--- src/rtl/control_entradas_pkg.sv ---
`timescale 1ns/1ps
// control_entradas_pkg
// Purpose: command codes shared between the input front end and the game FSM,
//          plus the rule that maps a button index to its command code.
// Ports:   none (package).
// Config:  none.
package control_entradas_pkg;

    localparam int CMD_NINGUNO   = 0;
    localparam int CMD_ARRIBA    = 1;
    localparam int CMD_ABAJO     = 2;
    localparam int CMD_IZQUIERDA = 3;
    localparam int CMD_DERECHA   = 4;
    localparam int CMD_PAUSA     = 5;

    // Button index 0 is the highest priority and maps to code 1; 0 means "no command".
    function automatic int codigo_de_indice(input int idx);
        return idx + 1;
    endfunction

endpackage

--- src/rtl/control_entradas_antirrebote.sv ---
`timescale 1ns/1ps
// antirrebote
// Purpose: per-button front end: two-flop synchroniser, debouncer and press-edge detector.
// Ports:
//   clk          in   system clock
//   rst          in   synchronous reset, active-high
//   boton        in   raw asynchronous button level
//   estable_sig  out  debounced level as it will be after the next edge
//   pulso        out  one-cycle pulse while the debounced level has just risen
// Config: none.
module antirrebote #(
    parameter int DEB_CICLOS = 16
) (
    input  logic clk,
    input  logic rst,
    input  logic boton,
    output logic estable_sig,
    output logic pulso
);

    localparam int CNT_W = $clog2(DEB_CICLOS + 1);

    logic             sinc1;
    logic             sinc2;
    logic             estable;
    logic             estable_d;
    logic [CNT_W-1:0] cnt;

    // The level is only accepted once the counter has seen DEB_CICLOS consecutive
    // disagreeing cycles, so the new level lands one edge after the count is reached.
    always_comb begin
        estable_sig = estable;
        if ((sinc2 != estable) && (cnt == CNT_W'(DEB_CICLOS)))
            estable_sig = sinc2;
    end

    // Synchroniser, debounce counter and delayed copy of the stable level.
    always_ff @(posedge clk) begin
        if (rst) begin
            sinc1     <= 1'b0;
            sinc2     <= 1'b0;
            estable   <= 1'b0;
            estable_d <= 1'b0;
            cnt       <= '0;
        end else begin
            sinc1     <= boton;
            sinc2     <= sinc1;
            estable   <= estable_sig;
            estable_d <= estable;
            if ((sinc2 == estable) || (cnt == CNT_W'(DEB_CICLOS)))
                cnt <= '0;
            else
                cnt <= cnt + CNT_W'(1);
        end
    end

    assign pulso = estable & ~estable_d;

endmodule

--- src/rtl/control_entradas.sv ---
`timescale 1ns/1ps
// control_entradas
// Purpose: input front end for the game. Debounces the pushbuttons, reports the
//          highest-priority held button as a level code and queues press commands
//          for the game FSM through a valid/ready handshake.
// Ports:
//   clk          in   system clock
//   rst          in   synchronous reset, active-high
//   botones      in   raw buttons, index 0 = highest priority
//   boton_pres   out  code of highest-priority debounced held button, 0 if none
//   cmd_valid    out  queue head valid
//   cmd_code     out  queue head code, stable while waiting for cmd_ready
//   cmd_ready    in   consumer accepts the head when cmd_valid & cmd_ready
//   desborde     out  one-cycle pulse after an event was dropped on a full queue
//   nivel_fifo   out  queue occupancy
// Config: CONTROL_AUTOREPEAT_EN adds auto-repeat of the held highest-priority button
//         every REP_CICLOS cycles (never for the pause button).
module control_entradas
    import control_entradas_pkg::*;
#(
    parameter int N_BOTONES  = 5,
    parameter int CODE_W     = 3,
    parameter int DEB_CICLOS = 16,
    parameter int PROF_FIFO  = 4,
    parameter int REP_CICLOS = 1024
) (
    input  logic                         clk,
    input  logic                         rst,
    input  logic [N_BOTONES-1:0]         botones,
    output logic [CODE_W-1:0]            boton_pres,
    output logic                         cmd_valid,
    output logic [CODE_W-1:0]            cmd_code,
    input  logic                         cmd_ready,
    output logic                         desborde,
    output logic [$clog2(PROF_FIFO):0]   nivel_fifo
);

    localparam int PTR_W = $clog2(PROF_FIFO);
    localparam int LVL_W = PTR_W + 1;

    // Parameter sanity: nothing is generated for a legal configuration.
    if (DEB_CICLOS < 1 || PROF_FIFO < 2 || REP_CICLOS < 1 || CODE_W < 1) begin : g_param_invalido
    end

    logic [N_BOTONES-1:0] estables_sig;
    logic [N_BOTONES-1:0] pulsos;
    logic [N_BOTONES-1:0] eventos;

    logic [CODE_W-1:0]    mem [PROF_FIFO];
    logic [PTR_W-1:0]     wr_ptr, rd_ptr, wr_sig, rd_sig;
    logic [LVL_W-1:0]     nivel_sig;
    logic [CODE_W-1:0]    push_code, code_sig;
    logic                 push, pop, lleno, do_push, rebose;

    function automatic logic [CODE_W-1:0] codificar(input logic [N_BOTONES-1:0] v);
        logic [CODE_W-1:0] c;
        c = '0;
        for (int i = N_BOTONES - 1; i >= 0; i--)
            if (v[i]) c = CODE_W'(codigo_de_indice(i));
        return c;
    endfunction

    for (genvar g = 0; g < N_BOTONES; g++) begin : g_boton
        antirrebote #(.DEB_CICLOS(DEB_CICLOS)) u_antirrebote (
            .clk         (clk),
            .rst         (rst),
            .boton       (botones[g]),
            .estable_sig (estables_sig[g]),
            .pulso       (pulsos[g])
        );
    end

`ifdef CONTROL_AUTOREPEAT_EN
    localparam int REP_W = $clog2(REP_CICLOS + 1);

    logic [CODE_W-1:0]    pres_d;
    logic [REP_W-1:0]     rep_cnt;
    logic                 rep_ev;
    logic [N_BOTONES-1:0] rep_vec;

    // A repeat fires only while the same non-pause button has stayed on top; it is
    // merged into the event vector so it obeys the normal priority and overflow rules.
    always_comb begin
        rep_ev = (boton_pres != '0) && (boton_pres == pres_d) &&
                 (boton_pres != CODE_W'(CMD_PAUSA)) &&
                 (rep_cnt == REP_W'(REP_CICLOS - 1));
        rep_vec = '0;
        for (int i = 0; i < N_BOTONES; i++)
            if (rep_ev && (boton_pres == CODE_W'(codigo_de_indice(i))))
                rep_vec[i] = 1'b1;
    end

    // Repeat timer restarts on release, on a change of top button and after each repeat.
    always_ff @(posedge clk) begin
        if (rst) begin
            pres_d  <= '0;
            rep_cnt <= '0;
        end else begin
            pres_d <= boton_pres;
            if ((boton_pres == '0) || (boton_pres != pres_d) || rep_ev)
                rep_cnt <= '0;
            else
                rep_cnt <= rep_cnt + REP_W'(1);
        end
    end

    assign eventos = pulsos | rep_vec;
`else
    assign eventos = pulsos;
`endif

    // Queue next-state. The head register is loaded with the entry that will be at
    // the head after this edge; if that entry is being written now, take it directly.
    always_comb begin
        push_code = codificar(eventos);
        push      = |eventos;
        pop       = cmd_valid & cmd_ready;
        lleno     = (nivel_fifo == LVL_W'(PROF_FIFO));
        do_push   = push && (!lleno || pop);
        rebose    = push && lleno && !pop;
        rd_sig    = pop     ? rd_ptr + PTR_W'(1) : rd_ptr;
        wr_sig    = do_push ? wr_ptr + PTR_W'(1) : wr_ptr;
        nivel_sig = nivel_fifo;
        if (do_push && !pop)
            nivel_sig = nivel_fifo + LVL_W'(1);
        else if (!do_push && pop)
            nivel_sig = nivel_fifo - LVL_W'(1);
        if (nivel_sig == '0)
            code_sig = '0;
        else if (do_push && (rd_sig == wr_ptr))
            code_sig = push_code;
        else
            code_sig = mem[rd_sig];
    end

    // Queue storage needs no reset: entries are only read once written.
    always_ff @(posedge clk) begin
        if (do_push)
            mem[wr_ptr] <= push_code;
    end

    // Control registers and the registered outputs.
    always_ff @(posedge clk) begin
        if (rst) begin
            wr_ptr     <= '0;
            rd_ptr     <= '0;
            nivel_fifo <= '0;
            cmd_valid  <= 1'b0;
            cmd_code   <= '0;
            desborde   <= 1'b0;
            boton_pres <= '0;
        end else begin
            wr_ptr     <= wr_sig;
            rd_ptr     <= rd_sig;
            nivel_fifo <= nivel_sig;
            cmd_valid  <= (nivel_sig != '0);
            cmd_code   <= code_sig;
            desborde   <= rebose;
            boton_pres <= codificar(estables_sig);
        end
    end

endmodule

--- config.mk ---
export PLATFORM = sky130hd
export DESIGN_NAME = control_entradas
export DESIGN_NICKNAME = d
export VERILOG_FILES = /design/src/rtl/control_entradas_pkg.sv /design/src/rtl/control_entradas_antirrebote.sv /design/src/rtl/control_entradas.sv
export SDC_FILE = /design/constraint.sdc
export NUM_CORES = 1
export LEC_CHECK = 0
export CAP_MARGIN = 30
export CORE_ASPECT_RATIO = 0.5
export CORE_MARGIN = 8
export CORE_UTILIZATION = 25
export DETAILED_ROUTE_END_ITERATION = 16
export GPL_ROUTABILITY_DRIVEN = 0
export PLACE_DENSITY = 0.38
export SYNTH_ARGS = -nofsm -noshare
export SYNTH_HDL_FRONTEND = slang
export SYNTH_SLANG_ARGS = --single-unit
--- constraint.sdc ---
create_clock -name clk -period 1.9 [get_ports clk]
set_input_delay 0.475 -clock clk [delete_from_list [all_inputs] [get_ports clk]]
set_output_delay 0.475 -clock clk [all_outputs]
set_load 0.03 [all_outputs]
==> results of run 1 <==
[kinds of logic (layout without fill, tap and decap cells)]
kind of cell,Yosys count,in the layout
buf+inv,30,80
simple gates,118,118
compound gates,31,31
fa+ha+maj,17,17
xor+xnor,24,24
flops,72,72
mux,13,13
[what timing repair did]
item | 4_1_cts | 5_1_grt
pin swaps | 0 | 2
buffers inserted | 0 | 3
setup endpoints to repair | 7 | 6
gates resized for setup | 4 | 5
[flip-flops by register name (all words and copies together), names as in the netlist]
register                         flops
desborde                             1
cmd_code                             3
g_boton.u_antirrebote.estable_d      5
g_boton.u_antirrebote.sinc2          5
nivel_fifo                           3
g_boton.u_antirrebote.estable        5
mem                                 12
cmd_valid                            1
rd_ptr                               2
g_boton.u_antirrebote.sinc1          5
boton_pres                           3
g_boton.u_antirrebote.cnt           25
wr_ptr                               2
[routing by layer]
layer  global-route usage (%)  wire (um)  part of all wire [%]
met4                    4.170        146                   2.3
met5                        0          0                     0
met1                    10.09       3152                    50
met3                    3.794        331                   5.3
met2                    11.74       2655                    42
[cell type report]
| cell class | instances | area (sq um) |
|---|---|---|
| Fill cell | 1260 | 8428 |
| Sequential cell | 72 | 1562 |
| Multi-Input combinational cell | 203 | 1478 |
| Timing Repair Buffer | 42 | 356.6 |
| Clock buffer | 13 | 281.5 |
| Tap cell | 170 | 212.7 |
| Inverter | 22 | 82.58 |
| Clock inverter | 3 | 45.04 |
[synth_stat cells (all sizes together) (2+ instances only)]
cell type   n
inv        22
nor2b      20
clkbuf      6
a211o       2
nor2       46
and2b       3
buf         2
edfxtp     12
mux4        2
o311ai      2
or3         6
a211oi      4
nand3      11
mux2i      10
nor3        7
xnor2      12
dfxtp      60
nand3b      2
and2        5
ha         17
a21oi      10
xor2       12
nand2      10
o21ai       4
[path summary, 6_finish.rpt]
kind,from,endpoint,cells after the start
worst max register to register,g_boton[1].u_antirrebote.estable,cmd_code[1],6
worst min register to register,g_boton[2].u_antirrebote.sinc1,g_boton[2].u_antirrebote.sinc2,1
worst max-delay path,cmd_valid,cmd_valid,1
worst min-delay path,g_boton[2].u_antirrebote.sinc1,g_boton[2].u_antirrebote.sinc2,1
[report_power, final]
| part | switching (mW) | total (mW) | internal (mW) |
|---|---|---|---|
| combinational | 0.267 | 0.516 | 0.249 |
| clock | 0.620 | 1.79 | 1.17 |
| sequential | 0.0412 | 1.64 | 1.60 |
| total | 0.929 | 3.95 | 3.02 |
[stage by stage]
| stage | hold slack [ns] | total power [mW] | worst slack [ns] |
|---|---|---|---|
| after floorplan | 0.4138 | 1.973 | 0.1090 |
| after global placement | 0.4203 | 2.175 | -0.3679 |
| after detailed placement | 0.4226 | 2.178 | -0.4005 |
| after CTS | 0.4366 | 4.001 | 0.04493 |
| after global routing | 0.4516 | 4.141 | 0.001455 |
| final | 0.4326 | 3.947 | 0.05743 |
==> flow_summary.rst, run 1 <==
.. list-table::
   :header-rows: 1

   * - Metric
     - Value
   * - Status
     - complete, no violations
   * - Commonest cells after routing, fill and taps aside
     - dfxtp_1, nor2_1, buf_4
   * - Buffers added on ports
     - 18
   * - Post-route cell area
     - 4018 sq um
   * - Pins Over Slew Limit
     - 0
   * - Area post-placement
     - 3650 sq um
   * - Die Y
     - about 95 um
   * - Cell-by-cell trace of the critical path
     - clkdlybuf4s50_1
   * - Main combinational cell family by area after synthesis
     - simple AND/OR/NAND/NOR gates
   * - Clock tree from TritonCTS
     - done
   * - Relative slew margins
     - approximately two thirds
   * - Number of antenna diodes
     - 0
   * - DR vias/cell
     - a little over 4
   * - # nets final
     - between 300 and 400
   * - Worst hold path type
     - flop to flop
   * - Classification of the worst setup path
     - flop to primary output
   * - Area delta synth->final
     - 28.29%
   * - Number of max-cap violations
     - 0
   * - Unrepaired setup endpoints after global routing
     - no
   * - Max Freq
     - between 500 and 600 MHz
   * - Multiplexer fraction of the synthesized cell area
     - 5.394%
   * - Standby leakage power
     - 1.566 nW
   * - Ratio of total power to cell area
     - just under 1000 nW/um^2
   * - Layout cells sized above 1
     - around 16%
   * - Area of the core
     - roughly 12000 sq um
   * - Post-route core utilization
     - 32.28%
   * - Clock transition at path regs
     - ~0.06 ns
   * - Worst-case vdd ir drop
     - 0.3132 mV
   * - Required time at the worst-slack endpoint
     - ~1.4 ns
   * - Kind of launch point of the worst setup path
     - flop
   * - Xor/xnor share of the synthesized area
     - between 6 and 7%
   * - Accumulated negative setup slack
     - 0 ns
   * - Max incr delay on CP
     - 0.69 ns
   * - Remaining global-route overflow
     - 0
   * - Worst reg2reg setup slack
     - 0.12 ns
   * - Die width
     - 174.3 um
   * - Antenna violation net count after detailed routing
     - 0
   * - Period minus WS final
     - 1.843 ns
   * - Data arrival time of the critical path
     - roughly 1.4 ns
   * - Largest net degree at the start of global routing
     - 16
   * - Vias
     - 2137
   * - Number of buffers inserted during clock tree synthesis
     - 9
   * - Kind of cell adding the most delay to the critical path
     - buffers and inverters
   * - Clk Tree Root Cell
     - clkbuf_16
   * - Post-route insts no fill
     - 525
   * - Share of synthesized registers carrying an async set or reset
     - 0%
   * - Worst slew pin tran
     - 0.5155 ns
   * - Die area
     - ~17000 sq um
   * - Number of clock sinks
     - 72
   * - Top-Level Pins
     - 19
   * - Clock skew after layout
     - 0.006497 ns
   * - Post-synthesis adder-cell area fraction
     - under 10%
   * - Setup-violating endpoint count in the final report
     - 0
   * - Number of antenna violations at the first check in global routing
     - 0
   * - Post-synth top area share
     - 38.35%
   * - Gr usage total
     - 8.136%
   * - Final WL
     - 6285 um
   * - Yosys warns
     - 0
   * - Element type at the critical path end
     - primary output
   * - Synth area leaders
     - dfxtp_1, edfxtp_1, ha_1
   * - Final clock period utilization by the worst path
     - a little over nine tenths
   * - Maximum level of the CTS H-tree
     - 3
   * - Detailed-route DRC error count
     - 0
   * - Number of synthesized flops with an enable pin
     - 12
   * - Nets in the synthesized netlist
     - 330
   * - Leading cell type in the layout, fill and taps excluded
     - dfxtp_1
   * - Core Rows
     - 29
   * - Number of synthesized register bits
     - 72
   * - Peak fanout along the critical path
     - 3
   * - Initial Util
     - 25.16%
   * - Wire length of the first global-routing pass
     - 10370 um
   * - Cts-stage hold buffer count
     - 0
   * - Compound-gate portion of the synthesized area
     - 7.391%
   * - Final hold vios
     - 0
   * - Cells after DPL
     - between 500 and 600
   * - Simple-gate share of the synthesized area
     - 20.18%
   * - Vias in the first global route
     - a little over 2000
   * - Maximum clock path buffer count
     - 2
   * - Number of instances in the synthesized netlist
     - 305
   * - Crit path buf inv count
     - 1
   * - Routed len/inst
     - 11.97 um
   * - Synth unique cells
     - 51
   * - Most frequently used flop master after synthesis
     - dfxtp_1
   * - Clk Latency, worst-skew pair
     - ~0.33 ns
   * - Initial drt markers
     - 76
   * - Share of synthesized area occupied by flip-flops and latches
     - 49.86%
   * - Half-perimeter wire length after detailed placement
     - 4728 um
   * - Cell accounting for the most synthesized area
     - dfxtp_1
   * - Cell area after synthesis
     - 3132 sq um
   * - Avg Cell Area, Syn
     - roughly 10 sq um
   * - Total iterations of the first detailed-routing run
     - 4
   * - Highest-delay cell along the critical path
     - clkdlybuf4s50_1
No activity file was read; power rests on OpenSTA's default activity.
==> inputs of run 2 (changes only) <==
HOLD_SLACK_MARGIN = 0.1   (was default)
==> results of run 2 <==
Final layout, timing and power as in run 1 (identical DEF).
==> inputs of run 3 (changes only) <==
CORE_UTILIZATION = 40   (was 25)
CTS_BUF_LIST = sky130_fd_sc_hd__clkbuf_16   (was default)
PLACE_DENSITY = 0.55   (was 0.38)
SETUP_SLACK_MARGIN = 0.3   (was default)
==> run 3 against run 2 <==
  * Clock-buffer cell count shrank 4
  * Register-to-register slack improved by 0.06 ns
  * First-iteration DRC count fell by 6.6%
  * Wire length fell by 4.2%
  * Die area is 33% lower
  * Clock skew is 0.0010 ns lower
  * Worst hold slack improved by 0.0048 ns
  * Critical path type is now flop to flop
==> flow_summary.rst, run 3 (synthesis results as in run 1) <==
.. list-table::
   :header-rows: 1

   * - Metric
     - Value
   * - Pins Over Slew Limit
     - 0 (unchanged)
   * - Maximum clock path buffer count
     - 2 (unchanged)
   * - Peak fanout along the critical path
     - 4 (+1)
   * - Initial Util
     - 41.98% (+17 points)
   * - Vias in the first global route
     - 2179 (+6.9%)
   * - Status
     - complete, no violations
   * - Total iterations of the first detailed-routing run
     - 4 (unchanged)
   * - Number of max-cap violations
     - 0 (unchanged)
   * - Period minus WS final
     - 1.722 ns (-0.1205 ns)
   * - Final hold vios
     - 0 (unchanged)
   * - Clk Latency, worst-skew pair
     - 0.33 ns (about the same)
   * - Max FFs per register
     - 25 (unchanged)
   * - Clock transition at path regs
     - 0.06 ns (about the same)
   * - Cts-stage hold buffer count
     - 0 (unchanged)
   * - Maximum level of the CTS H-tree
     - 3 (unchanged)
   * - Die area
     - 11090 sq um (-33%)
   * - Setup-violating endpoint count in the final report
     - 0 (unchanged)
   * - Area delta synth->final
     - 32.20%
   * - Relative slew margins
     - 67.77% (+2.2 points)
   * - Gr usage total
     - 11.18% (+3.0 points)
   * - Area of the core
     - 7460 sq um (-40%)
   * - Required time at the worst-slack endpoint
     - 2.11 ns (+0.69 ns)
   * - Top reg by flops
     - g_boton.u_antirrebote.cnt
   * - Number of buffers inserted during clock tree synthesis
     - 9 (unchanged)
   * - Worst-case vdd ir drop
     - 0.4352 mV (+39%)
   * - Initial drt markers
     - 71 (-6.6%)
   * - Classification of the worst setup path
     - flop to flop
   * - Detailed-route DRC error count
     - 0 (unchanged)
   * - Final clock period utilization by the worst path
     - 90.63% (-6.3 points)
   * - Routed len/inst
     - 12.78 um (+6.7%)
   * - Ratio of total power to cell area
     - 891.1 nW/um^2 (-9.3%)
   * - Die Y
     - 78.57 um (-17%)
   * - Reg2reg end
     - cmd_code[0]
   * - Element type at the critical path end
     - flop
   * - Leading cell type in the layout, fill and taps excluded
     - dfxtp_1
   * - Post-route insts no fill
     - 471 (-10%)
   * - Worst slew pin tran
     - 0.4824 ns (-0.03307 ns)
   * - Max Freq
     - 580.7 MHz (+7.0%)
   * - Worst hold path type
     - flop to flop
   * - Largest net degree at the start of global routing
     - 26 (+10)
   * - Number of antenna violations at the first check in global routing
     - 0 (unchanged)
   * - Fill cell total of the finished layout
     - 651 (-48%)
   * - Hold path cells
     - 1 (unchanged)
   * - Final WL
     - 6018 um (-4.2%)
   * - Data arrival time of the critical path
     - 1.93 ns (+0.56 ns)
   * - Die width
     - 141.1 um (-19%)
   * - Wire length of the first global-routing pass
     - 9894 um (-4.6%)
   * - Half-perimeter wire length after detailed placement
     - 4155 um (-12%)
   * - Clock tree from TritonCTS
     - done
   * - Standby leakage power
     - 1.659 nW (+6.0%)
   * - Number of antenna diodes
     - 0 (unchanged)
   * - Layout cells sized above 1
     - 29.75% (+14 points)
   * - Worst setup slack before clock tree synthesis
     - -0.2630 ns (+0.1374 ns)
   * - Clk Tree Root Cell
     - clkbuf_16
   * - Hold Crit Endpoint
     - g_boton[1].u_antirrebote.cnt[0]
   * - Cells after DPL
     - 442 (-13%)
   * - Buffers added on ports
     - 18 (unchanged)
   * - DR vias/cell
     - 4.690 (+15%)
   * - Kind of launch point of the worst setup path
     - flop
   * - Worst reg2reg setup slack
     - 0.18 ns (+0.06 ns)
   * - Unrepaired setup endpoints after global routing
     - yes
   * - Remaining global-route overflow
     - 0 (unchanged)
   * - Number of cells on the worst reg-to-reg path
     - 9 (+3)
   * - Vias
     - 2209 (+3.4%)
   * - Regs by FF count
     - g_boton.u_antirrebote.cnt (25), mem (12)
   * - Source of the worst register-to-register timing path
     - nivel_fifo[1]
   * - Hold Startpoint
     - g_boton[1].u_antirrebote.cnt[0]
   * - Clock skew after layout
     - 0.005487 ns (-0.001010 ns)
   * - Top-Level Pins
     - 19 (unchanged)
   * - Core Rows
     - 22 (-24%)
   * - Antenna violation net count after detailed routing
     - 0 (unchanged)
   * - Number of clock sinks
     - 72 (unchanged)
   * - Commonest cells after routing, fill and taps aside
     - dfxtp_1, nor2_1, buf_4
   * - # nets final
     - 384 (+2.4%)
   * - Final setup margin
     - 0.1779 ns (+0.1205 ns)
run 3: changes by cell type in the layout (fill, tap and decap cells not counted), sizes merged:
cell	previous run	this run
bufinv	1	0
clkbuf	13	11
dlygate4sd2	3	10
buf	24	32
clkinv	1	3
clkdlybuf4s50	15	5
and2	5	6
dlymetal6s2s	0	1
inv	23	25
run 3: per-stage QoR:
step	power (mW)	utilization, %	area, sq um	setup TNS [ns]	hold WS (ns)
detailed placement	2.204	48.22	3597	-3.454	0.4237
global route	3.853	55.50	4140	0	0.4569
global placement	2.195	48.22	3597	-2.775	0.4195
floorplan	2.008	-	3168	0	0.4138
finish	3.689	55.50	4140	0	0.4374
CTS	3.718	53.82	4015	0	0.4454
run 3: final cells by class:
| type | count | area (sq um) | area share (%) |
|---|---|---|---|
| Multi-Input combinational cell | 204 | 1672 | 40.37 |
| Clock inverter | 6 | 33.78 | 0.8160 |
| Clock buffer | 9 | 225.2 | 5.440 |
| Inverter | 22 | 82.58 | 1.995 |
| Tap cell | 108 | 135.1 | 3.264 |
| Sequential cell | 72 | 1579 | 38.14 |
| Timing Repair Buffer | 50 | 412.9 | 9.973 |
run 3: what timing repair did:
action                                  in CTS  in global routing
cloned                                       1                  0
endpoints found under the setup margin      34                 31
gates resized for setup                     34                 37
pin swaps                                   11                 14
setup buffers                                9                  4
run 3: layer usage:
metal	part of all wire (%)	up-vias	global-route usage (%)
met5	0	-	0
met4	2.0	0	5.106
met3	5.6	15	4.647
met2	45	46	17.75
met1	48	1022	13.09
li1	-	1126	-
run 3: worst max-delay path by stage:
stage / slack [ns] / from / end
6_report: 0.18 / nivel_fifo[1] / cmd_code[0]
3_3_place_gp: -0.21 / cmd_ready / cmd_code[1]
4_1_cts: 0.15 / nivel_fifo[2] / nivel_fifo[2]
2_1_floorplan: 0.30 / cmd_valid / cmd_code[0]
3_5_place_dp: -0.26 / cmd_ready / cmd_code[1]
5_1_grt: 0.08 / g_boton[0].u_antirrebote.estable / cmd_valid
run 3: power breakdown:
group	switching, mW	internal, mW
logic	0.287	0.262
registers	0.0521	1.60
clock network	0.617	0.869
run 3: worst max-delay path, stage by stage, from the launching register on:
cell and delay, ns:
dfxtp_2 0.36, inv_1 0.07, ha_2 0.18, nand2_2 0.07
nand2_1 0.08, buf_4 0.14, a211oi_2 0.28, a211oi_4 0.08
o21ba_4 0.28, a21oi_2 0.06
